--- src/rtl/clock_mode_ctrl.sv ---
// Alarm-clock style time keeper: debounced MODE/INC buttons drive a RUN/SET_HR/SET_MIN/SET_SEC FSM.
// Defining CLOCK_12H_EN switches the hour counter to 1..12 with an AM/PM flag.
module clock_mode_ctrl #(
    parameter int DEBOUNCE_N = 4
) (
    input  logic       clk,
    input  logic       clear,
    input  logic       tick,
    input  logic       mode_btn,
    input  logic       inc_btn,
    output logic [5:0] sec,
    output logic [5:0] min,
    output logic [4:0] hr,
    output logic       pm,
    output logic [1:0] state,
    output logic       day_carry
);

    typedef enum logic [1:0] {
        RUN     = 2'b00,
        SET_HR  = 2'b01,
        SET_MIN = 2'b10,
        SET_SEC = 2'b11
    } state_t;

    localparam logic [3:0] DB_N = 4'(DEBOUNCE_N);

    state_t     cur;
    logic [1:0] raw;
    logic [1:0] sync1;
    logic [1:0] sync2;
    logic [1:0] level;
    logic [1:0] level_q;
    logic [1:0] press;
    logic [3:0] db_cnt [2];
    logic       mode_ev;
    logic       inc_ev;
    logic [4:0] hr_next;
    logic       hr_wrap;

    assign raw     = {inc_btn, mode_btn};
    assign press   = level & ~level_q;
    assign mode_ev = press[0];
    assign inc_ev  = press[1] & ~press[0];
    assign state   = cur;

    // Bit 0 is MODE, bit 1 is INC; level rises after DB_N high samples and drops on any low sample.
    always_ff @(posedge clk) begin
        if (!clear) begin
            sync1   <= '0;
            sync2   <= '0;
            level   <= '0;
            level_q <= '0;
            for (int i = 0; i < 2; i++) begin
                db_cnt[i] <= '0;
            end
        end else begin
            sync1   <= raw;
            sync2   <= sync1;
            level_q <= level;
            for (int i = 0; i < 2; i++) begin
                if (!sync2[i]) begin
                    db_cnt[i] <= '0;
                    level[i]  <= 1'b0;
                end else if (db_cnt[i] != DB_N) begin
                    db_cnt[i] <= db_cnt[i] + 4'd1;
                    if (db_cnt[i] == DB_N - 4'd1) begin
                        level[i] <= 1'b1;
                    end
                end
            end
        end
    end

`ifdef CLOCK_12H_EN
    localparam logic [4:0] HR_RESET = 5'd12;
    logic pm_next;

    // 11->12 flips AM/PM; only 11 PM -> 12 AM counts as a new day.
    always_comb begin
        hr_next = hr + 5'd1;
        pm_next = pm;
        hr_wrap = 1'b0;
        if (hr == 5'd11) begin
            hr_next = 5'd12;
            pm_next = ~pm;
            hr_wrap = pm;
        end else if (hr == 5'd12) begin
            hr_next = 5'd1;
        end
    end
`else
    localparam logic [4:0] HR_RESET = 5'd0;

    always_comb begin
        hr_wrap = (hr == 5'd23);
        hr_next = hr_wrap ? 5'd0 : hr + 5'd1;
    end

    assign pm = 1'b0;
`endif

    // A MODE press always wins; a simultaneous INC press is dropped via inc_ev.
    always_ff @(posedge clk) begin
        if (!clear) begin
            cur       <= RUN;
            sec       <= '0;
            min       <= '0;
            hr        <= HR_RESET;
            day_carry <= 1'b0;
`ifdef CLOCK_12H_EN
            pm        <= 1'b0;
`endif
        end else begin
            day_carry <= 1'b0;
            if (mode_ev) begin
                cur <= state_t'(cur + 2'd1);
            end
            case (cur)
                RUN: begin
                    if (tick) begin
                        if (sec == 6'd59) begin
                            sec <= '0;
                            if (min == 6'd59) begin
                                min       <= '0;
                                hr        <= hr_next;
                                day_carry <= hr_wrap;
`ifdef CLOCK_12H_EN
                                pm        <= pm_next;
`endif
                            end else begin
                                min <= min + 6'd1;
                            end
                        end else begin
                            sec <= sec + 6'd1;
                        end
                    end
                end
                SET_HR: begin
                    if (inc_ev) begin
                        hr <= hr_next;
`ifdef CLOCK_12H_EN
                        pm <= pm_next;
`endif
                    end
                end
                SET_MIN: begin
                    if (inc_ev) begin
                        min <= (min == 6'd59) ? 6'd0 : min + 6'd1;
                    end
                end
                SET_SEC: begin
                    if (inc_ev) begin
                        sec <= '0;
                    end
                end
                default: ;
            endcase
        end
    end

endmodule
--- config.mk ---
export PLATFORM = sky130hd
export DESIGN_NAME = clock_mode_ctrl
export DESIGN_NICKNAME = d
export VERILOG_FILES = /design/src/rtl/clock_mode_ctrl.sv
export SDC_FILE = /design/constraint.sdc
export NUM_CORES = 1
export LEC_CHECK = 0
export BUFFER_PORTS_ARGS = -buffer_cell sky130_fd_sc_hd__buf_2
export CAP_MARGIN = 15
export CELL_PAD_IN_SITES_DETAIL_PLACEMENT = 0
export CELL_PAD_IN_SITES_GLOBAL_PLACEMENT = 1
export CORE_MARGIN = 4
export CORE_UTILIZATION = 45
export CTS_BUF_LIST = sky130_fd_sc_hd__clkbuf_4 sky130_fd_sc_hd__clkbuf_8
export CTS_CLUSTER_DIAMETER = 80
export DETAILED_ROUTE_END_ITERATION = 16
export PLACE_DENSITY_LB_ADDON = 0.15
export SYNTH_ARGS = -nofsm -noshare
export SYNTH_HDL_FRONTEND = slang
export SYNTH_SLANG_ARGS = --single-unit
--- constraint.sdc ---
create_clock -name clk -period 2.4 [get_ports clk]
set_clock_uncertainty 0.15 [all_clocks]
set_input_delay 0.24 -clock clk [delete_from_list [all_inputs] [get_ports clk]]
set_output_delay 0.24 -clock clk [all_outputs]
set_load 0.05 [all_outputs]
---- After elaboration in Yosys (flattened, before gate mapping) ----
Memories as Yosys holds them, arrays and structs flattened.
Cells that the tools add are included.
word-level totals
  memory bits (writable) .................. 8
  register bits after elaboration ......... 28
  output and inout bits ................... 21
  memories ................................ 1
  latch bits .............................. 0
  bits of input ports ..................... 5
  bits in read-only memories .............. 0
cells by class
  shift-type cells ........................ 0
  multiplexer cells ....................... 34
  equality and inequality tests ........... 16
  multipliers ............................. 0
  magnitude comparators ................... 0
  reductions and logical operators ........ 12
  divide/modulo/power cells ............... 0
  add/subtract/negate cells ............... 6
  bitwise gates (word level) .............. 8
memories
  name    depth  width  rd ports  clocked after Yosys merged registers in  wr ports  RTL line  text
  db_cnt  2      4      2         0                                        2         35        logic [3:0] db_cnt [2];
operators by type and width
  operator                                                                  number
  6-bit two-way mux                                                         7
  5-bit two-way mux                                                         5
  6-bit case mux with 2 select lines                                        2
  4-bit two-way mux                                                         4
  1-bit two-way mux                                                         15
  6-bit by 1-bit adder with 6-bit output (second input constant)            2
  6-bit == test (second input constant)                                     2
  2-bit inequality test (second input constant)                             6
  5-bit case mux with 2 select lines                                        1
  5-bit AND reduction                                                       2
  4-bit by 1-bit adder with 4-bit output (second input constant)            2
  4-bit by 2-bit == test with 1-bit output (second input constant)          2
  4-bit by 3-bit inequality test with 1-bit output (second input constant)  2
  2-bit AND reduction                                                       4
  2-bit nonzero test                                                        3
  5-bit by 1-bit adder with 5-bit output (second input constant)            1
  5-bit == test (second input constant)                                     1
  2-bit == test (second input constant)                                     2
  1-bit OR                                                                  4
  4-bit AND reduction                                                       1
  3-bit AND reduction                                                       1
  2-bit by 1-bit adder with 2-bit output (second input constant)            1
  2-bit AND                                                                 1
  2-bit by 1-bit == test with 1-bit output (second input constant)          1
  4 further kinds                                                           4

---- Longest topological paths before layout ----
An unclocked memory read counts as a cell.
  depth in word-level cells ............... 7
  depth in mapped cells ................... 8
  mapped depth without buffers ............ 7

---- Least setup slack after synthesis ----
OpenSTA, ideal clock, no wires.
  path kind ............................... register to register
  start ................................... reg min[0]
  end ..................................... reg hr[2]
  arrival ................................. 2159 ps
  stages on the path, launching flop included .. 7
  clock period less this slack ............ 2382 ps
  library setup time ...................... 72 ps
  path slack .............................. 18 ps
  cells stage by stage .................... dfxtp_1 ha_1 nor2b_1 nand4_1 a2bb2oi_2 or4_1 a21oi_1
between the ends
  longest elaborated chain between the ends .. 3
ends and longest elaborated chain
  what                             RTL line  text
  from (decl)                      12        output logic [5:0] min,
  from (signal assigned)           132       min <= min + 6'd1;
  from (signal assigned)           149       min <= (min == 6'd59) ? 6'd0 : min + 6'd1;
  6-bit == test                    124       if (min == 6'd59) begin
  2-bit inequality test (no line)  --
  5-bit AND reduction (no line)    --
  to (signal assigned)             126       hr <= hr_next;
  to (signal assigned)             141       hr <= hr_next;
  to (decl)                        13        output logic [4:0] hr,
Every way passes these cells.
A chain may end at the register's enable or synchronous reset.

---- Worst setup path after layout ----
  start ................................... reg cur[0] (netlist: state[0])
  end ..................................... reg min[5]
between the ends
  longest elaborated chain between the ends .. 3
ends and longest elaborated chain
  what                                                                   RTL line  text
  from (decl)                                                            28        state_t cur;
  from (signal assigned)                                                 117       cur <= state_t'(cur + 2'd1);
  2-bit == test or 2-bit logical NOT (tied branches)                     119       case (cur)
  2-bit inequality test (no line) or 2-bit nonzero test (tied branches)  --
  4-bit AND reduction (no line)                                          --
Several ways; a longest one is shown, not always the timed one.

==> metrics.md <==
| Metric | Value |
|---|---|
| Post-Syn Area per Cell | 9.48 µm² |
| Post-route minimum period | 2.22 ns |
| Post-Syn Instances | 183 |
| Wire per inst | 13.4 µm |
| Switching Fraction | 23.4% |
| Worst setup EP type | flop |
| Synth async-reset ratio | 0% |
| Clock Sinks | 36 |
| Yosys warnings | 0 |
| I/O Buffers | 24 |
| DR iter-0 viols | 65 |
| Share of cells above drive strength 1 | 18.1% |
| TritonCTS clock tree | built |
| Post-synthesis cell area | 0.00173 mm² |
| Hold_buf cts | 0 |
| Critical path's largest stage delay | 0.47 ns |
| Worst-path cell chain | inv_1, ha_1, nand3_1, or4_4, a22oi_2, buf_4, nand2_1, a32o_1 |
| GRT Overall Usage | 15.9% |
| Starting Density | 47.0% |
| Outcome | finished clean |
| Initial DRT Pass Iterations | 4 |
| Most common cell after layout, fill and taps aside | dfxtp_1 |
| Psw | 255 µW |
| Worst Tran Pin Value | 0.531 ns |
| Seq/Total Area, Yosys | 46.2% |
| Slew headroom | 64.6% |
| TNS Setup | 0 ns |
| Max-cap check violation count | 0 |
| Post-synth top area cell | dfxtp_1 |
| Num CTS Buffers | 5 |
| Yosys cell types | 44 |
| Vias in the first global route | 1430 |
| Diodes inserted | 0 |
| Critical path type | reg2reg |
| Fillers | 364 |
| GR Overflow Total | 0 |
| Max H-tree Level | 2 |
| Clock slew at reported path FFs | 0.07 ns |
| Final Hold Fails | 0 |
| Via/cell ratio | 5.36 |
| Tot Pwr | 1090 µW |
| Static leakage power | 0.000856 µW |
| Logic gate share of total power | 4.8% |
| EDFF count, synth | 8 |
| Area of the core | 0.00369 mm² |
| Reg area | 801 µm² |
| Pwr Density | 543 mW/mm² |
| ANT nets after route | 0 |
| Root Buffer | clkbuf_8 |
| Initial antenna violation count | 0 |
| Period utilization | 92.3% |
| Dpl ws | -0.00145 ns |
| WP data required | 2.43 ns |
| Area of the multi-input gates | 858 µm² |
| Detailed placement HPWL | 2610 µm |
| GP Congestion | 0.765 |
| Area growth syn-to-layout | 15.8% |
| Worst hold path class | in2reg |
| Cell area after layout | 0.00201 mm² |
| Final setup viols | 0 |
| Final net count | 231 |
| Die area | 0.00491 mm² |
| Max Fclk | 451 MHz |
| Slowest CP cell | or4_4 |
| CP max FO | 5 |
| IO Pins | 26 |
| Post-Synthesis Net Count | 199 |
| First-pass GRT wire length | 6270 µm |
| Clock Path Buffers | 2 |
| Flops & latches, synth | 36 |
| Largest net degree at the start of global routing | 22 |
| Chip width | 70.1 µm |
| Startpoint types | flop |
| Dominant synthesized flop cell | dfxtp_1 |
| Die height | 70.1 µm |
| CTS resizes | 0 |
| Register share of total power | 57.7% |
| Commonest cells after routing, fill and taps aside | dfxtp_1, buf_2, nor2_1 |
| Total routed wirelength | 3540 µm |
| Clk_lat worst skew | 0.28 ns |
| Worst VDD drop | 0.343 mV |
| Row cnt | 22 |
| Clock power share | 37.5% |
| Pins Over Slew Limit | 0 |
| Setup WS post-layout | 0.184 ns |
| Yosys top cell area share | 32.3% |
| Worst EP arrival | 2.25 ns |
| Vias | 1416 |
| DRC Markers | 0 |
| Post-DP Area | 0.00190 mm² |
| RSZ-0062 raised after global routing | no |
| Internal power | 836 µW |
| Largest cells by area after synthesis | dfxtp_1, edfxtp_1, ha_1, nor2_1, xnor2_1 |
==> stage by stage <==
| stage | cells | utilization (%) | hold slack, ns |
|---|---|---|---|
| 4_1_cts | 264 | 54.4 | 0.00451 |
| 2_1_floorplan | 183 | - | 0.217 |
| 6_report | 264 | 54.4 | 0.0131 |
| 5_1_grt | 264 | 54.4 | 0.0146 |
| 3_3_place_gp | 253 | 51.6 | 0.265 |
| 3_5_place_dp | 253 | 51.6 | 0.280 |
==> metal layers <==
metal	global-route usage (%)	vias up	share of wire (%)	wire length, µm
li1	-	708	-	-
met1	18.2	680	42	1490
met2	27.1	24	52	1840
met3	5.32	4	4.7	166
met4	6.17	0	1.2	44
met5	0	-	0	0
==> synthesized netlist by cell type (2+ instances only) <==
master,instances
nand4b_1,2
a41oi_1,2
and2_1,6
nor2b_1,5
nor4_1,3
nand2_1,15
a21oi_1,7
edfxtp_1,8
inv_1,12
xor2_1,2
nand4_1,5
a311oi_1,2
a21o_1,2
nand3_1,8
nor2_1,22
o21ai_0,5
nor3_1,3
mux2i_1,3
clkbuf_1,2
xnor2_1,8
ha_1,11
dfxtp_1,28
==> power by group through the flow <==
stage	clock [µW]	combinational [µW]	sequential, µW
floorplan	0	27.3	655
global placement	0	51.8	643
detailed placement	0	52.9	644
CTS	424	53.3	630
global route	448	58.1	630
finish	409	52.9	630
==> final timing paths <==
path	startpoint	cells after the start	slack, ns	endpoint
min	mode_btn	2	0.01	sync1[0]
max reg2reg	state[0]	8	0.18	min[5]
max	state[0]	8	0.18	min[5]
min reg2reg	sync1[1]	1	0.29	sync2[1]
==> kinds of logic after synthesis <==
logic type	count (synthesis)	share of synthesized area, %
other	1	0.216
adder cells (fa/ha/maj)	11	7.94
flip-flops	36	46.2
buffers and inverters	17	4.33
XOR/XNOR	10	5.05
multiplexers	3	1.73
AND/OR/NAND/NOR	75	21.7
AO/OA/AOI/OAI	30	12.8
==> registers in the layout (all words and copies together) (netlist names) <==
name and flops:
day_carry 1, sync2 2, db_cnt 8, level 2, hr 5, state 2, level_q 2, min 6
sync1 2, sec 6
==> timing repair <==
action,4_1_cts,5_1_grt
endpoints found under the setup margin,1,1
pin swaps,1,1
cloned,0,0
buffers inserted,3,0
==> area by class of cell <==
cell class | count | area share (%)
sequential | 36 | 39.9
timing repair buffer | 29 | 7.85
clock inverter | 3 | 0.685
tap | 48 | 2.99
clock buffer | 5 | 3.43
inverter | 13 | 2.43
multi-input combinational | 130 | 42.7
==> worst max-delay path: cells and delay by family, from the launching register on <==
kind            cells  cell delay, ns
compound gates      2            0.52
fa+ha+maj           1            0.20
buf+inv             2            0.29
flops               1            0.34
simple gates        3            0.61
Power figures use the tool's default switching activity.
